$ cat src/rtl/imu_frame_packer_pkg.sv
// imu_frame_packer_pkg
//   Shared definitions for the IMU frame packer: FP16 constants, the
//   exponent bias and the fixed channel order of a six-word IMU frame.
package imu_frame_packer_pkg;

    localparam logic [15:0] FP16_ZERO = 16'h0000;
    localparam logic [15:0] FP16_QNAN = 16'h7E00;
    localparam logic [4:0]  FP16_BIAS = 5'd15;
    localparam int unsigned NUM_CH    = 6;

    // Channel order on the input stream; the value doubles as the
    // "next expected channel" index.
    typedef enum logic [2:0] {
        CH_AX = 3'd0,
        CH_AY = 3'd1,
        CH_AZ = 3'd2,
        CH_GX = 3'd3,
        CH_GY = 3'd4,
        CH_GZ = 3'd5
    } ch_idx_t;

    function automatic logic is_gyro(input ch_idx_t ch);
        return (ch >= CH_GX);
    endfunction

endpackage

$ cat src/rtl/fp_mul.sv
// fp_mul
//   Combinational FP16 multiplier, round-to-nearest-even.
//   Subnormal operands/results are flushed to signed zero, overflow
//   saturates to infinity, NaN or inf*0 yields a quiet NaN.
//   Ports: a, b  - FP16 operands
//          y     - FP16 product
module fp_mul
    import imu_frame_packer_pkg::*;
(
    input  logic [15:0] a,
    input  logic [15:0] b,
    output logic [15:0] y
);

    logic              sign;
    logic [4:0]        ea, eb;
    logic [9:0]        ma, mb;
    logic              a_zero, b_zero, a_inf, b_inf, a_nan, b_nan;
    logic [21:0]       prod;
    logic signed [7:0] exp_s;
    logic [9:0]        mant;
    logic              guard, sticky;
    logic [10:0]       mant_r;

    always_comb begin
        sign   = a[15] ^ b[15];
        ea     = a[14:10];
        eb     = b[14:10];
        ma     = a[9:0];
        mb     = b[9:0];
        a_zero = (ea == 5'd0);
        b_zero = (eb == 5'd0);
        a_inf  = (ea == 5'd31) && (ma == 10'd0);
        b_inf  = (eb == 5'd31) && (mb == 10'd0);
        a_nan  = (ea == 5'd31) && (ma != 10'd0);
        b_nan  = (eb == 5'd31) && (mb != 10'd0);

        prod  = {11'd0, 1'b1, ma} * {11'd0, 1'b1, mb};
        exp_s = $signed({3'b000, ea}) + $signed({3'b000, eb}) - 8'sd15;

        // Product of two 1.x significands lies in [1,4): normalise by one bit.
        if (prod[21]) begin
            mant   = prod[20:11];
            guard  = prod[10];
            sticky = |prod[9:0];
            exp_s  = exp_s + 8'sd1;
        end else begin
            mant   = prod[19:10];
            guard  = prod[9];
            sticky = |prod[8:0];
        end

        mant_r = {1'b0, mant} + {10'd0, guard && (sticky || mant[0])};
        if (mant_r[10]) begin
            mant  = '0;
            exp_s = exp_s + 8'sd1;
        end else begin
            mant  = mant_r[9:0];
        end

        if (a_nan || b_nan || (a_inf && b_zero) || (b_inf && a_zero)) begin
            y = FP16_QNAN;
        end else if (a_inf || b_inf) begin
            y = {sign, 5'd31, 10'd0};
        end else if (a_zero || b_zero) begin
            y = {sign, 15'd0};
        end else if (exp_s >= 8'sd31) begin
            y = {sign, 5'd31, 10'd0};
        end else if (exp_s <= 8'sd0) begin
            y = {sign, 15'd0};
        end else begin
            y = {sign, exp_s[4:0], mant};
        end
    end

endmodule

$ cat src/rtl/imu_frame_packer_int16_to_fp16.sv
// int16_to_fp16
//   Combinational conversion of a signed 16-bit integer to FP16 with
//   round-to-nearest-even. The full int16 range is representable, so the
//   result never overflows (extremes are 0x7800 / 0xF800).
//   Ports: din  - two's-complement integer
//          dout - FP16 value
module int16_to_fp16
    import imu_frame_packer_pkg::*;
(
    input  logic [15:0] din,
    output logic [15:0] dout
);

    logic        sign;
    logic [15:0] mag;
    logic [3:0]  pos;
    logic [14:0] norm;
    logic [9:0]  mant;
    logic        guard, sticky;
    logic [10:0] mant_r;
    logic [4:0]  expo;

    always_comb begin
        sign = din[15];
        // -32768 negates to 0x8000, which is the correct unsigned magnitude.
        mag  = sign ? (~din + 16'd1) : din;

        pos = '0;
        for (int unsigned i = 0; i < 16; i++) begin
            if (mag[i]) begin
                pos = i[3:0];
            end
        end

        // Shift the leading one out of the top; what remains is mantissa
        // followed by the dropped bits used for rounding.
        norm   = mag[14:0] << (4'd15 - pos);
        mant   = norm[14:5];
        guard  = norm[4];
        sticky = |norm[3:0];
        expo   = {1'b0, pos} + FP16_BIAS;

        mant_r = {1'b0, mant} + {10'd0, guard && (sticky || mant[0])};
        if (mant_r[10]) begin
            mant = '0;
            expo = expo + 5'd1;
        end else begin
            mant = mant_r[9:0];
        end

        dout = (din == 16'd0) ? FP16_ZERO : {sign, expo, mant};
    end

endmodule

$ cat src/rtl/imu_frame_packer.sv
// imu_frame_packer
//   Collects six raw IMU words (accel x/y/z, gyro x/y/z) from a
//   valid/ready stream, converts each to FP16 as it is accepted, scales
//   gyro words to rad/s and presents a complete frame on valid/ready.
//   Ports:
//     clk, reset            - clock, synchronous active-high reset
//     in_valid/in_ready     - input handshake
//     in_data, in_first     - raw sample, channel-0 marker
//     gyro_scale            - FP16 rad/s per LSB, sampled per gyro word
//     out_valid/out_ready   - output frame handshake
//     accel_*, gyro_*       - FP16 frame outputs
//     err_sync              - one-cycle pulse on a framing error
//     frame_count           - delivered frames, wrapping
module imu_frame_packer
    import imu_frame_packer_pkg::*;
(
    input  logic        clk,
    input  logic        reset,
    input  logic        in_valid,
    output logic        in_ready,
    input  logic [15:0] in_data,
    input  logic        in_first,
    input  logic [15:0] gyro_scale,
    output logic        out_valid,
    input  logic        out_ready,
    output logic [15:0] accel_x,
    output logic [15:0] accel_y,
    output logic [15:0] accel_z,
    output logic [15:0] gyro_x,
    output logic [15:0] gyro_y,
    output logic [15:0] gyro_z,
    output logic        err_sync,
    output logic [15:0] frame_count
);

    ch_idx_t     idx_q;
    logic [15:0] stage_q [NUM_CH-1];
    logic [15:0] ax_q, ay_q, az_q, gx_q, gy_q, gz_q;
    logic        out_valid_q;
    logic        err_q;
    logic [15:0] frame_count_q;

    logic [15:0] conv;
    logic [15:0] scaled;
    logic [15:0] ch_val;
    logic        accept;

    int16_to_fp16 u_conv (
        .din  (in_data),
        .dout (conv)
    );

    fp_mul u_gyro_mul (
        .a (conv),
        .b (gyro_scale),
        .y (scaled)
    );

    // The last channel may be taken while the consumer drains the held
    // frame, so a full-rate stream never stalls when out_ready stays high.
    assign in_ready = !reset &&
                      ((idx_q != CH_GZ) || !out_valid_q || out_ready);
    assign accept   = in_valid && in_ready;
    assign ch_val   = is_gyro(idx_q) ? scaled : conv;

    always_ff @(posedge clk) begin
        if (reset) begin
            idx_q         <= CH_AX;
            out_valid_q   <= 1'b0;
            err_q         <= 1'b0;
            frame_count_q <= '0;
            ax_q          <= FP16_ZERO;
            ay_q          <= FP16_ZERO;
            az_q          <= FP16_ZERO;
            gx_q          <= FP16_ZERO;
            gy_q          <= FP16_ZERO;
            gz_q          <= FP16_ZERO;
            for (int unsigned i = 0; i < NUM_CH - 1; i++) begin
                stage_q[i] <= FP16_ZERO;
            end
        end else begin
            err_q <= 1'b0;

            if (out_valid_q && out_ready) begin
                out_valid_q   <= 1'b0;
                frame_count_q <= frame_count_q + 16'd1;
            end

            if (accept) begin
                if (in_first) begin
                    // Channel-0 marker always restarts the frame; mid-frame
                    // it also signals that the previous partial was lost.
                    stage_q[CH_AX] <= conv;
                    idx_q          <= CH_AY;
                    if (idx_q != CH_AX) begin
                        err_q <= 1'b1;
                    end
                end else if (idx_q == CH_AX) begin
                    err_q <= 1'b1;
                end else if (idx_q == CH_GZ) begin
                    ax_q        <= stage_q[CH_AX];
                    ay_q        <= stage_q[CH_AY];
                    az_q        <= stage_q[CH_AZ];
                    gx_q        <= stage_q[CH_GX];
                    gy_q        <= stage_q[CH_GY];
                    gz_q        <= scaled;
                    // Overrides the clear above when a frame is taken and
                    // replaced in the same cycle.
                    out_valid_q <= 1'b1;
                    idx_q       <= CH_AX;
                end else begin
                    stage_q[idx_q] <= ch_val;
                    idx_q          <= ch_idx_t'(idx_q + 3'd1);
                end
            end
        end
    end

    assign out_valid   = out_valid_q;
    assign accel_x     = ax_q;
    assign accel_y     = ay_q;
    assign accel_z     = az_q;
    assign gyro_x      = gx_q;
    assign gyro_y      = gy_q;
    assign gyro_z      = gz_q;
    assign err_sync    = err_q;
    assign frame_count = frame_count_q;

endmodule

$ cat config.mk
export PLATFORM = sky130hd
export DESIGN_NAME = imu_frame_packer
export DESIGN_NICKNAME = d
export VERILOG_FILES = /design/src/rtl/imu_frame_packer_pkg.sv /design/src/rtl/fp_mul.sv /design/src/rtl/imu_frame_packer_int16_to_fp16.sv /design/src/rtl/imu_frame_packer.sv
export SDC_FILE = /design/constraint.sdc
export NUM_CORES = 1
export LEC_CHECK = 0
export CAP_MARGIN = 20
export CORE_MARGIN = 2
export CORE_UTILIZATION = 40
export CTS_CLUSTER_SIZE = 24
export DETAILED_ROUTE_END_ITERATION = 8
export HOLD_SLACK_MARGIN = 0.08
export PLACE_DENSITY_LB_ADDON = 0.15
export SKIP_CTS_REPAIR_TIMING = 1
export SLEW_MARGIN = 15
export SYNTH_ARGS = -nofsm -noshare
export SYNTH_HDL_FRONTEND = slang
export SYNTH_SLANG_ARGS = --single-unit
$ cat constraint.sdc
create_clock -name clk -period 37.6 [get_ports clk]
set_input_delay 9.4 -clock clk [delete_from_list [all_inputs] [get_ports clk]]
set_output_delay 9.4 -clock clk [all_outputs]
set_load 0.01 [all_outputs]
======== After elaboration in Yosys (flattened, before gate mapping) ========
Memories as Yosys holds them, arrays and structs flattened. A register that Yosys moved wholly into a read port is not among the register bits.
Cells that the tools add are included.
storage, ports and cells
  register bits after elaboration ......... 37
  latch bits .............................. 0
  bits in writable memories ............... 80
  bits in read-only memories .............. 0
  logic and storage cells ................. 130
  memories ................................ 1
cells by class
  $add $sub $neg .......................... 12
  multiply operators ...................... 1
  divide/modulo/power cells ............... 0
  magnitude comparators ................... 3
  eq/ne operators ......................... 5
  shifts and indexed selects .............. 1
  muxes and demuxes ....................... 58
  bitwise gates (word level) .............. 6
  reductions and logical operators ........ 38
memory list
  name     depth  width  rd ports  clocked after Yosys merged registers in  write ports  RTL line                RTL
  stage_q  5      16     5         5                                        5            imu_frame_packer.sv:37  logic [15:0] stage_q [NUM_CH-1];
operators by type and width
  cell                   number
  $mux 16                6
  $mux 15                4
  $add 16x1->16 const B  2
  $mux 4                 8
  $mux 10                3
  $mux 1                 24
  $mux 3                 8
  $add 10x1->11          2
  $mul 11x11->22         1
  $logic_not 10->1       2
  $reduce_bool 10->1     2
  $add 8x2->8 const B    2
  $logic_not 16->1       1
  $mux 8                 2
  $not 16->16            1
  $reduce_or 16->1       1
  $shl 15x4->15          1
  $logic_and 1x1->1      11
  $eq 5x5->1 const B     2
  $logic_not 5->1        2
  $reduce_or 10->1       1
  $logic_or 1x1->1       9
  $reduce_or 9->1        1
  $ge 8x6->1 const B     1
  23 further kinds       27

======== Depth between registers and ports, before layout ========
  depth after elaboration ................. 41
  gate-level depth with buffers ........... 56
  mapped depth without buffers ............ 47

======== Hierarchy ========
Synthesis repeated with hierarchy kept, for this count alone.
second synthesis, totals
  cell total of the unflattened synthesis .. 1905
  area total of the unflattened synthesis .. 16283.1 um2
by module, submodules not included
  module            instances  cells each  area each (um2)  seq. area each (um2)
  imu_frame_packer  1          759         7553.5           4744.6
  fp_mul            1          794         6336.1           0.0
  int16_to_fp16     1          352         2393.5           0.0

======== Worst setup path before layout ========
No wires, ideal clock.
  path type ............................... input to register
  from .................................... in in_data[0]
  to ...................................... mem stage_q[1][8], data pin
  setup time .............................. 0.140 ns
  arrival ................................. 22.031 ns
  data required time ...................... 37.460 ns
  slack ................................... 15.429 ns
  stages .................................. 52
  buffers on the path ..................... 10
  path through ............................ buf_2 > inv_1 > ha_1 > or3b_2 > buf_1 > nor4_1 > a21boi_0 > o22ai_1 > o211ai_1 > inv_2 > clkbuf_1 > clkbuf_1 > a32oi_1 > o32ai_1 > ha_1 > nand2_1 > nor4b_1 > nand2_2 > (+16 left out) > a31o_1 > or3b_2 > and3_1 > clkbuf_1 > clkbuf_1 > clkbuf_1 > o21ai_0 > ha_1 > nand4_1 > nor3_1 > and4_1 > nand3_1 > a211oi_1 > o2111ai_1 > a211oi_4 > buf_4 > a31oi_1 > nor2_1
RTL lines
  what         RTL line                RTL
  from (decl)  imu_frame_packer.sv:21  input logic [15:0] in_data,
  to (decl)    imu_frame_packer.sv:37

==> summary.txt <==
Global routing
  – Initial antenna violation count: 0
  – Largest net degree at the start of global routing: a little over 100
  – GRT overflow: 0
  – First-pass GRT wire length: around 70000 um
  – Vias in the first global route: roughly 12000
  – GRT Resource Usage Total: 22.11%

Hold path
  – Tightest Hold Check Type: register to register
  – Hold depth: 2
  – Hold endpoint: accel_x[0]
  – Hold path start: accel_x[0]

Setup path
  – CP dominant cell by count: fa_1
  – CP arrival: ~25 ns
  – Crit path max fanout: 26
  – RR Startpoint: idx_q[1]
  – Crit path kind: input pin to register
  – Max stage delay on crit path: between 0.9 and 1 ns
  – Worst reg-to-reg setup slack: 34.50 ns
  – CP max stage cell: a211oi_4
  – WP data required: 37.85 ns
  – Worst setup SP type: input pin
  – Reg2reg end: stage_q[2][2]
  – Crit path capture type: register
  – R2R cell count: 5

Logic synthesis
  – Yosys top cell by area: edfxtp_1
  – Count leader, synth: nand2_1
  – Cell count after synthesis: ~1800
  – Post-synth top flop: dfxtp_1
  – Post-synthesis mux area share: less than 1%
  – Seq/Total Area, Yosys: between 30% and 40%
  – Post-synth cell types: 87
  – Syn_nets: 1958
  – Post-Synth Simple-Gate Area: approximately 22%
  – Average cell area after synthesis: 8.388 um^2
  – XOR/XNOR Fraction of Synth Area: around 4.4%
  – Yosys top cell area share: between 10% and 20%
  – Compound-Gate Fraction of Synth Area: 16.76%
  – Yosys warns: 0
  – Post-synthesis adder-cell area fraction: between 10% and 20%
  – Combinational family with the most area after synthesis: simple AND/OR/NAND/NOR gates
  – Commonest cells post-synth: nand2_1, a21oi_1, nor2_1
  – Async set or reset register ratio after synthesis: 0%
  – Number of enable flip-flop cells after synthesis: 80
  – Top cells by area, synth: edfxtp_1, dfxtp_1, fa_1, nand2_1, ha_1
  – Yosys reg bits: ~200
  – Mapped Area: 14810 um^2

Timing
  – Count of final hold-check violations: 0
  – Final Skew: between 0.007 and 0.008 ns
  – Unrepaired setup endpoints after global routing: false
  – Max-slew violations: 0
  – Hold_ws: between 0.4 and 0.5 ns
  – Fmax achieved: ~41 MHz
  – Worst-Margin Slew: ~1.1 ns
  – Slew HR: about 28%
  – Final Setup Violations: 0
  – Period utilization: roughly 66%
  – Fin Setup TNS: 0 ns
  – Minimum clock period after layout: 24.67 ns

Cells and area
  – Share of layout cells above drive strength 1: under 10%
  – Final Net Count: between 2000 and 2500
  – Area grow syn2layout: 16.48%

Floorplanning
  – Die Span X: approximately 200 um
  – Initial Util: between 40% and 50%
  – Ports: roughly 150
  – Die Y: roughly 200 um
  – Die ar.: 38570 um^2
  – Row count: 70
  – Core area: approximately 37000 um^2

Clocking
  – CTS tree: done
  – CTS max path bufs: 2
  – Clock slew at reported path FFs: about 0.070 ns
  – Clock sinks: approximately 200
  – Clock root cell: clkbuf_16
  – CTS buffer count: 17
  – Maximum level of the CTS H-tree: 4
  – Clk_lat worst skew: approximately 0.43 ns

Status
  – Outcome: completed

Placed design
  – GPL Wtd Cong: between 0.8 and 0.9
  – PortBufs: between 150 and 200
  – Dpl hpwl: 32670 um

Drt
  – Antenna Nets Post-Route: 0
  – DR vias: roughly 13000
  – Top sig layer: met4
  – Final WL: about 43000 um
  – Vias per cell: around 5.6
  – Initial drt markers: 928
  – Wl on met1: 20160 um
  – # DRC: 0
  – Met2 wire length: ~20000 um
  – Routed wl met3: between 2000 and 2500 um
  – DRT Pass-1 Iters: 5
  – DR WL/cell: 18.30 um

Flow run
  – MaxCap Viol Count: 0
[registers in the layout, indices dropped and copies added, names as in the netlist]
signal	count
accel_z	16
gyro_x	16
out_valid	1
stage_q	80
accel_y	16
accel_x	16
gyro_y	16
err_sync	1
gyro_z	16
idx_q	3
frame_count	16
[stage by stage]
| step | area (um^2) | instances | worst slack, ns | util [%] |
|---|---|---|---|---|
| 2_1_floorplan | 14810 | 1765 | 15.43 | - |
| 3_3_place_gp | 16630 | 2298 | 13.30 | 45.52 |
| 5_1_grt | 17240 | 2331 | 11.74 | 47.21 |
| 6_report | 17250 | 2332 | 12.93 | 47.22 |
| 3_5_place_dp | 16630 | 2298 | 12.80 | 45.52 |
| 4_1_cts | 17220 | 2330 | 13.21 | 47.14 |
[layout by cell type (no fill, tap or decap), types with 6 or more instances in the layout]
cell type	count
a211o_1	7
a211oi_1	26
a21boi_0	6
a21o_1	16
a21oi_1	158
a31oi_1	20
a32oi_1	6
and2_1	49
and3_1	28
buf_4	14
clkbuf_16	19
clkdlybuf4s50_1	150
dfxtp_1	117
edfxtp_1	80
fa_1	81
ha_1	75
inv_1	135
mux2i_1	9
nand2_1	282
nand2b_1	16
nand3_1	37
nand4_1	13
nor2_1	151
nor2b_1	20
nor3_1	45
nor4_1	17
o21a_1	8
o21ai_0	32
o221ai_1	6
o22ai_1	8
o31ai_1	16
or2_2	7
or3_1	12
xnor2_1	45
xor2_1	29
[area by class of cell]
| type | count | area [um^2] |
|---|---|---|
| Multi-Input combinational cell | 1329 | 9164 |
| Antenna cell | 1 | 2.502 |
| Clock buffer | 23 | 510.5 |
| Clock inverter | 9 | 78.83 |
| Sequential cell | 197 | 4745 |
| Inverter | 140 | 525.5 |
| Timing Repair Buffer | 165 | 1634 |
| Tap cell | 468 | 585.6 |
| Fill cell | 3589 | 19280 |
[cell families after synthesis]
| group | Yosys count |
|---|---|
| adders and majority gates | 156 |
| xor gates and xnor gates | 74 |
| muxes | 12 |
| DFF | 197 |
| buffers and inverters | 239 |
| and+or+nand+nor | 710 |
| AOI/OAI and AO/OA | 377 |
[worst max path at each step]
| stage | start | end | slack, ns | cells past startpoint |
|---|---|---|---|---|
| finish | in_data[0] | stage_q[4][7] | 12.93 | 45 |
| global route | in_data[0] | stage_q[4][5] | 11.74 | 48 |
| CTS | in_data[0] | stage_q[3][5] | 13.21 | 45 |
| detailed placement | in_data[0] | stage_q[3][5] | 12.80 | 45 |
| global placement | in_data[4] | stage_q[4][7] | 13.30 | 42 |
| floorplan | in_data[0] | stage_q[1][8] | 15.43 | 52 |
[critical path, delay by kind of cell]
kind	cells	cell delay, ns
AO/OA/AOI/OAI	13	4.29
multiplexers	1	0.25
buffers and inverters	6	1.36
adder cells (fa/ha/maj)	9	3.65
AND/OR/NAND/NOR	16	5.95
[layer usage]
layer,track usage [%],up-vias
li1,-,6261
met1,31.50,6263
met2,36.50,396
met3,2.413,32
met4,4.293,0
met5,0,-
Power is not shown: default switching activity piles up to over one toggle a cycle in this logic, so the estimate is an artifact.
